===== src/rtl/div_pkg.sv =====
// Shared types and width constants for the sequential unsigned divider.
package div_pkg;

    typedef enum logic [1:0] {
        StIdle,
        StCalc,
        StDone
    } div_state_e;

    localparam int unsigned DIVIDEND_W_DEF = 16;
    localparam int unsigned DIVISOR_W_DEF  = 8;

    // Counter must hold the value DIVIDEND_W itself, hence the +1.
    localparam int unsigned CNT_W_DEF = $clog2(DIVIDEND_W_DEF + 1);

    function automatic int unsigned cnt_width(input int unsigned dividend_w);
        return $clog2(dividend_w + 1);
    endfunction

endpackage


===== src/rtl/div_step.sv =====
// One restoring shift-subtract step: shift the next dividend bit into the partial
// remainder, trial-subtract the divisor and keep the difference if it did not borrow.
module div_step #(
    parameter int unsigned DIVISOR_W = 8
) (
    input  logic [DIVISOR_W:0]   rem_i,
    input  logic                 bit_i,
    input  logic [DIVISOR_W-1:0] divisor_i,
    output logic [DIVISOR_W:0]   rem_o,
    output logic                 qbit_o
);

    logic [DIVISOR_W:0]   shifted;
    logic [DIVISOR_W+1:0] diff;
    logic                 borrow;

    // Trial subtraction carries one extra bit so its MSB is the borrow flag.
    always_comb begin
        shifted = (rem_i << 1) | {{DIVISOR_W{1'b0}}, bit_i};
        diff    = {1'b0, shifted} - {2'b00, divisor_i};
        borrow  = diff[DIVISOR_W+1];
        rem_o   = borrow ? shifted : diff[DIVISOR_W:0];
        qbit_o  = ~borrow;
    end

endmodule


===== src/rtl/sequential_unsigned_divider.sv =====
// Iterative restoring unsigned divider, one quotient bit per clock, with a
// start/ready/done handshake. Divide-by-zero returns all-ones with a flag.
module sequential_unsigned_divider
    import div_pkg::*;
#(
    parameter int unsigned DIVIDEND_W = DIVIDEND_W_DEF,
    parameter int unsigned DIVISOR_W  = DIVISOR_W_DEF
) (
    input  logic                  clk,
    input  logic                  rst_n,
    input  logic                  start,
    input  logic [DIVIDEND_W-1:0] dividend,
    input  logic [DIVISOR_W-1:0]  divisor,
    output logic                  ready,
    output logic                  done,
    output logic [DIVIDEND_W-1:0] quotient,
    output logic [DIVISOR_W-1:0]  remainder,
    output logic                  div_by_zero
);

    localparam int unsigned CntW = cnt_width(DIVIDEND_W);

    div_state_e state_q, state_d;

    logic [CntW-1:0]       cnt_q, cnt_d;
    logic [DIVISOR_W:0]    pr_q, pr_d;     // partial remainder, extra MSB for the trial
    logic [DIVIDEND_W-1:0] wd_q, wd_d;     // dividend bits shift out, quotient bits shift in
    logic [DIVISOR_W-1:0]  dvs_q, dvs_d;
    logic [DIVIDEND_W-1:0] quot_q, quot_d;
    logic [DIVISOR_W-1:0]  rem_q, rem_d;
    logic                  dbz_q, dbz_d;

    logic [DIVISOR_W:0]    step_rem;
    logic                  step_qbit;
    logic                  accept;
    logic                  last_iter;

    assign accept    = (state_q == StIdle) && start;
    assign last_iter = (cnt_q == CntW'(1));

    div_step #(
        .DIVISOR_W (DIVISOR_W)
    ) u_div_step (
        .rem_i     (pr_q),
        .bit_i     (wd_q[DIVIDEND_W-1]),
        .divisor_i (dvs_q),
        .rem_o     (step_rem),
        .qbit_o    (step_qbit)
    );

    // State register.
    always_ff @(posedge clk or negedge rst_n) begin
        if (!rst_n) begin
            state_q <= StIdle;
        end else begin
            state_q <= state_d;
        end
    end

    // Next-state logic.
    always_comb begin
        state_d = state_q;
        unique case (state_q)
            StIdle: begin
                if (start) begin
                    state_d = (divisor == '0) ? StDone : StCalc;
                end
            end
            StCalc: begin
                if (last_iter) begin
                    state_d = StDone;
                end
            end
            StDone:  state_d = StIdle;
            default: state_d = StIdle;
        endcase
    end

    // Handshake outputs decoded from the state.
    always_comb begin
        ready = (state_q == StIdle);
        done  = (state_q == StDone);
    end

    assign quotient    = quot_q;
    assign remainder   = rem_q;
    assign div_by_zero = dbz_q;

    // Datapath next-state: operand capture, one step per CALC cycle, result publish.
    always_comb begin
        cnt_d  = cnt_q;
        pr_d   = pr_q;
        wd_d   = wd_q;
        dvs_d  = dvs_q;
        quot_d = quot_q;
        rem_d  = rem_q;
        dbz_d  = dbz_q;

        if (accept) begin
            dvs_d = divisor;
            wd_d  = dividend;
            pr_d  = '0;
            dbz_d = 1'b0;
            if (divisor == '0) begin
                cnt_d  = '0;
                quot_d = '1;
                rem_d  = '0;
                dbz_d  = 1'b1;
            end else begin
                cnt_d = CntW'(DIVIDEND_W);
            end
        end else if (state_q == StCalc) begin
            pr_d  = step_rem;
            wd_d  = (wd_q << 1) | DIVIDEND_W'(step_qbit);
            cnt_d = cnt_q - CntW'(1);
            if (last_iter) begin
                quot_d = wd_d;
                rem_d  = step_rem[DIVISOR_W-1:0];
            end
        end
    end

    // Datapath registers; reset clears everything, including mid-division.
    always_ff @(posedge clk or negedge rst_n) begin
        if (!rst_n) begin
            cnt_q  <= '0;
            pr_q   <= '0;
            wd_q   <= '0;
            dvs_q  <= '0;
            quot_q <= '0;
            rem_q  <= '0;
            dbz_q  <= 1'b0;
        end else begin
            cnt_q  <= cnt_d;
            pr_q   <= pr_d;
            wd_q   <= wd_d;
            dvs_q  <= dvs_d;
            quot_q <= quot_d;
            rem_q  <= rem_d;
            dbz_q  <= dbz_d;
        end
    end

endmodule


===== config.mk =====
export PLATFORM = sky130hd
export DESIGN_NAME = sequential_unsigned_divider
export DESIGN_NICKNAME = d
export VERILOG_FILES = /design/src/rtl/div_pkg.sv /design/src/rtl/div_step.sv /design/src/rtl/sequential_unsigned_divider.sv
export SDC_FILE = /design/constraint.sdc
export NUM_CORES = 1
export LEC_CHECK = 0
export CAP_MARGIN = 20
export CORE_ASPECT_RATIO = 0.6
export CORE_MARGIN = 2
export CORE_UTILIZATION = 48
export DETAILED_ROUTE_END_ITERATION = 8
export HOLD_SLACK_MARGIN = 0.03
export PLACE_DENSITY_LB_ADDON = 0.15
export SLEW_MARGIN = 20
export SYNTH_ARGS = -nofsm -noshare
export SYNTH_HDL_FRONTEND = slang
export SYNTH_SLANG_ARGS = --single-unit

===== constraint.sdc =====
create_clock -name clk -period 1.9 [get_ports clk]
set_input_delay 0.285 -clock clk [delete_from_list [all_inputs] [get_ports clk]]
set_output_delay 0.285 -clock clk [all_outputs]
set_load 0.1 [all_outputs]

==> flow_metrics.env, run 1 <==
export IMPL_worstMarginPinSlew_ns=0.3471
export IMPL_core_um2=6221
export IMPL_grt_pass1_vias=2776
export IMPL_rsz0062_at_grt="true"
export IMPL_layout_nets=473
export IMPL_cp_start_kind="flip-flop"
export IMPL_dr_first_iter_drc_count=253
export IMPL_rows=22
export IMPL_cts_sinks=64
export IMPL_area_growth_pct=42.31
export IMPL_yosysWarnings=0
export IMPL_n_fill_cell=467
export IMPL_fin_area_um2=4457
export IMPL_arrival_ns=2.37
export IMPL_grt_antenna_before_repair=0
export IMPL_critPathRequiredTime_ns=2.16
export IMPL_htree_num_levels=3
export IMPL_hold_viol_final=0
export IMPL_grt_max_degree=65
export IMPL_die_w_um=108.3
export IMPL_cap_violations=0
export IMPL_synth_enable_flop_cells=0
export IMPL_wl_um=8520
export IMPL_clk_pin_slew_worst_paths_ns=0.07
export IMPL_placed_cell_area_um2=3995
export IMPL_ios=54
export IMPL_syn_num_nets=377
export IMPL_vias=2842
export IMPL_status="complete, but fails checks"
export IMPL_grt_usage_pct=25.70
export IMPL_wire_per_inst_um=16.29
export IMPL_grt_ovfl_total=0
export IMPL_violations="negative setup slack"
export IMPL_avgViaCountPerCell=5.434
export IMPL_globalplace_congestion=0.8959
export IMPL_synthTopCellsByArea="dfrtp_1, nand2_1, o21ai_0"
export IMPL_synth_area_leader_cell="dfrtp_1"
export IMPL_final_cell_mix="nand2_1, buf_4, dfrtp_1"
export IMPL_final_common_cell="nand2_1"
export IMPL_grt_pass1_wl_um=14010
export IMPL_cts_tree="built"
export IMPL_netlist_instances=339
export IMPL_io_buffers=53
export IMPL_hpwl_um=5696
export IMPL_clk_path_buf_depth=2
export IMPL_fin_skew_ns=0.01036
export IMPL_crit_fanout=4
export IMPL_setup_viol=18
export IMPL_yosys_register_bits=64
export IMPL_ys_types=49
export IMPL_mappedNetlistArea_um2=3132
export IMPL_end_kind="flip-flop"
export IMPL_slew_viol_final=0
export IMPL_antenna_cells=0
export IMPL_drive_gt1_share_pct=31.44
export IMPL_synth_flop_cell="dfrtp_1"
export IMPL_setup_slack_ns=-0.2148
export IMPL_initial_core_util_pct=50.34
export IMPL_synth_top_area_share_pct=51.14
export IMPL_post_route_util_pct=71.64
export IMPL_crit_type="flip-flop to flip-flop"
export IMPL_first_pass_iters=4
export IMPL_synth_yosys_seq_area_share_pct=51.14
export IMPL_fmax_ghz=0.4729
export IMPL_design_die_area_um2=7208
export IMPL_async_reset_ff_share_pct=100.0
export IMPL_cts_buffers=9
export IMPL_clk_latency_ns=0.33
export IMPL_period_minus_slack_ns=2.115
export IMPL_pre_cts_ws_ns=-0.2126
export IMPL_holdCritPathClass="primary input to asynchronous set/reset pin"
export IMPL_relSlewSlack_pct=76.86
export IMPL_drc=0
export IMPL_syn_avg_cell_area_um2=9.238
export IMPL_dieHeight_um=66.57
export IMPL_cts_root_buf="clkbuf_8"
export IMPL_ant_nets=0
export IMPL_fin_crit_sh_pct=111.3
cell families after synthesis:
group,count (synthesis),share of synthesized area (%)
and+or+nand+nor,133,19.18
AOI/OAI and AO/OA,87,17.30
DFF,64,51.14
buffers and inverters,34,4.634
adders and majority gates,11,4.634
muxes,6,1.998
xor gates and xnor gates,4,1.119
cell type report:
class / count / area [µm²] / share of cell area (%)
clock buffers: 12 / 155.1 / 3.481
clock inverters: 3 / 17.52 / 0.3930
inverters: 15 / 57.56 / 1.291
multi-input cells: 241 / 1613 / 36.19
flip-flops and latches: 64 / 1602 / 35.93
well taps: 84 / 105.1 / 2.358
repair buffers: 104 / 907.1 / 20.35
synthesized netlist by cell type (6+ instances only):
cell      number
a21oi_1       11
a31oi_1       17
clkbuf_1      13
dfrtp_1       64
ha_1          10
inv_1         14
nand2_1       80
nand3_1        6
nor2_1        22
o21ai_0       38
registers in the layout (all words and copies together), names as in the netlist:
name         flops
pr_q             8
wd_q            16
div_by_zero      1
cnt_q            5
remainder        8
state_q          2
quotient        16
dvs_q            8
path summary, 6_finish.rpt:
kind | startpoint | to | slack, ns | depth (start not counted)
hold / removal | rst_n | dvs_q[2] | 0.48 | 3
hold reg to reg | div_by_zero | div_by_zero | 0.48 | 1
max in group asynchronous | rst_n | pr_q[7] | 1.11 | 3
setup reg to reg | pr_q[1] | pr_q[1] | -0.21 | 7
setup / recovery | pr_q[1] | pr_q[1] | -0.21 | 7
min in group clk | div_by_zero | div_by_zero | 0.48 | 1
worst max-delay path, stage by stage, from the launching register on:
cell and delay [ns]:
dfrtp_1 0.42, ha_4 0.31, nand3b_1 0.18, a2111oi_4 0.44, nor2_4 0.10, buf_6 0.15
mux2_4 0.31, a21oi_2 0.13
layer usage:
layer | GRT usage (%) | part of all wire, % | vias to the layer above
li1 | - | - | 1356
met1 | 37.87 | 49 | 1384
met2 | 37.97 | 44 | 90
met3 | 7.143 | 6.2 | 12
met4 | 5.288 | 1.1 | 0
met5 | 0 | 0 | -
metrics by stage:
step	TNS (ns)	hold slack, ns	instances
2_1_floorplan	0	-0.01059	339
3_3_place_gp	-2.728	0.3234	497
3_5_place_dp	-3.889	0.3250	497
4_1_cts	-1.613	0.4851	521
5_1_grt	-4.291	0.4985	523
6_report	-2.806	0.4819	523
repair_timing:
item | 4_1_cts | 5_1_grt
hold endpoints to repair | 64 | 0
hold buffers | 1 | 0
endpoints found under the setup margin | 17 | 33
gates resized for setup | 36 | 12
setup buffers | 9 | 4
pin swaps | 14 | 12
Power of run 1 is left out: the tool's default activity adds up to more than one toggle a clock period on the data nets, which glitch-free logic cannot reach.
==> inputs of run 2 (changes only) <==
- CORE_MARGIN: 2 -> unset
- REMOVE_ABC_BUFFERS: unset -> 1
==> flow_metrics.env, run 2 (synthesis results as in run 1) <==
export IMPL_status="complete, but fails checks"
export IMPL_violations="negative setup slack"
export IMPL_cts_root_buf="clkbuf_8"
export IMPL_dp_cells=496
export IMPL_first_pass_iters=5
export IMPL_rsz0062_at_grt="true"
export IMPL_period_minus_slack_ns=2.119
export IMPL_critPathRequiredTime_ns=2.12
export IMPL_grt_pass1_vias=2747
export IMPL_grt_usage_pct=27.16
export IMPL_design_die_area_um2=6862
export IMPL_dr_first_iter_drc_count=202
export IMPL_stdcell_count=524
export IMPL_wire_per_inst_um=16.73
export IMPL_grt_antenna_before_repair=0
export IMPL_wl_um=8765
export IMPL_ff2ff_setup_slack_ns=-0.22
export IMPL_hold_viol_final=0
export IMPL_ios=54
export IMPL_setup_viol=18
export IMPL_clk_latency_ns=0.35
export IMPL_clk_path_buf_depth=2
export IMPL_core_um2=6193
export IMPL_arrival_ns=2.34
export IMPL_grt_max_degree=35
export IMPL_worstMarginPinSlew_ns=0.4511
export IMPL_setup_slack_ns=-0.2192
export IMPL_initial_core_util_pct=50.57
export IMPL_cap_violations=0
export IMPL_drc=0
export IMPL_hpwl_um=5623
export IMPL_drive_gt1_share_pct=31.82
export IMPL_ant_nets=0
export IMPL_fin_skew_ns=0.008845
export IMPL_cts_tree="built"
export IMPL_vias=2867
export IMPL_n_fill_cell=452
export IMPL_area_growth_pct=42.23
export IMPL_final_cell_mix="nand2_1, buf_4, dfrtp_1"
export IMPL_antenna_cells=0
export IMPL_fin_crit_sh_pct=111.5
export IMPL_cp_start_kind="flip-flop"
export IMPL_avgViaCountPerCell=5.471
export IMPL_grt_pass1_wl_um=13900
export IMPL_crit_type="flip-flop to flip-flop"
export IMPL_relSlewSlack_pct=69.93
export IMPL_cts_sinks=64
export IMPL_layout_nets=473
export IMPL_htree_num_levels=3
export IMPL_globalplace_congestion=0.8605
export IMPL_die_w_um=106.3
export IMPL_io_buffers=53
export IMPL_dieHeight_um=64.57
export IMPL_cts_buffers=9
export IMPL_holdCritPathClass="primary input to asynchronous set/reset pin"
export IMPL_grt_ovfl_total=0
export IMPL_placed_cell_area_um2=3953
export IMPL_slew_viol_final=0
export IMPL_crit_fanout=6
export IMPL_fin_area_um2=4454
export IMPL_rows=22
export IMPL_end_kind="flip-flop"
export IMPL_fmax_ghz=0.4719
export IMPL_final_common_cell="nand2_1"
export IMPL_clk_pin_slew_worst_paths_ns=0.08
## run 2: changes by cell type in the layout (fill, tap and decap cells not counted), moves of 2 or more
| cell | before | now |
|---|---|---|
| inv_2 | 3 | 6 |
| ha_1 | 4 | 2 |
| clkinv_2 | 3 | 5 |
| o21ai_2 | 5 | 1 |
| inv_1 | 11 | 7 |
| mux2i_4 | 3 | 1 |
| o21ai_1 | 1 | 5 |
## run 2: critical path, cell delays in order (launching register included)
cell	delay (ns)
dfrtp_1	0.42
ha_4	0.26
a21o_1	0.17
a221o_1	0.36
nor2_4	0.28
buf_6	0.16
mux2i_4	0.25
o21ai_1	0.09
## run 2: path summary, 6_finish.rpt
| path | from | to | cells past startpoint |
|---|---|---|---|
| worst min register to register | div_by_zero | div_by_zero | 1 |
| worst max register to register | pr_q[5] | remainder[2] | 7 |
| min in group clk | div_by_zero | div_by_zero | 1 |
| max in group asynchronous | rst_n | wd_q[4] | 3 |
| worst max-delay path | pr_q[5] | remainder[2] | 7 |
| worst min-delay path | rst_n | wd_q[14] | 2 |
## run 2: final cells by class
type	count	area, µm²	area share, %
Inverter	15	60.06	1.348
Tap cell	84	105.1	2.360
Sequential cell	64	1602	35.96
Clock inverter	6	35.03	0.7865
Clock buffer	10	137.6	3.090
Timing Repair Buffer	104	908.4	20.39
Multi-Input combinational cell	241	1607	36.07
## run 2: timing repair
item | CTS | global route
endpoints found under the setup margin | 33 | 33
setup buffers | 5 | 6
pin swaps | 13 | 12
gates resized for setup | 21 | 29
endpoints found under the hold margin | 16 | 0
hold buffers | 1 | 0
gates cloned | 0 | 0
## run 2: routing by layer
| layer | wire, µm | GRT usage (%) |
|---|---|---|
| met2 | 3943 | 42.05 |
| met4 | 148 | 8.160 |
| met1 | 4091 | 38.11 |
| met5 | 0 | 0 |
| met3 | 581 | 6.237 |
## run 2: metrics by stage
stage | hold WS (ns) | util (%) | TNS [ns] | setup WS [ns]
after floorplan | -0.01059 | - | -23.91 | -0.9218
after global placement | 0.2488 | 63.82 | -4.715 | -0.2037
after detailed placement | 0.2528 | 63.82 | -5.023 | -0.2513
after CTS | 0.4178 | 69.31 | -2.603 | -0.1869
after global routing | 0.4385 | 71.92 | -3.415 | -0.2740
final | 0.4128 | 71.92 | -2.215 | -0.2192
Power of run 2 is left out for the same reason.
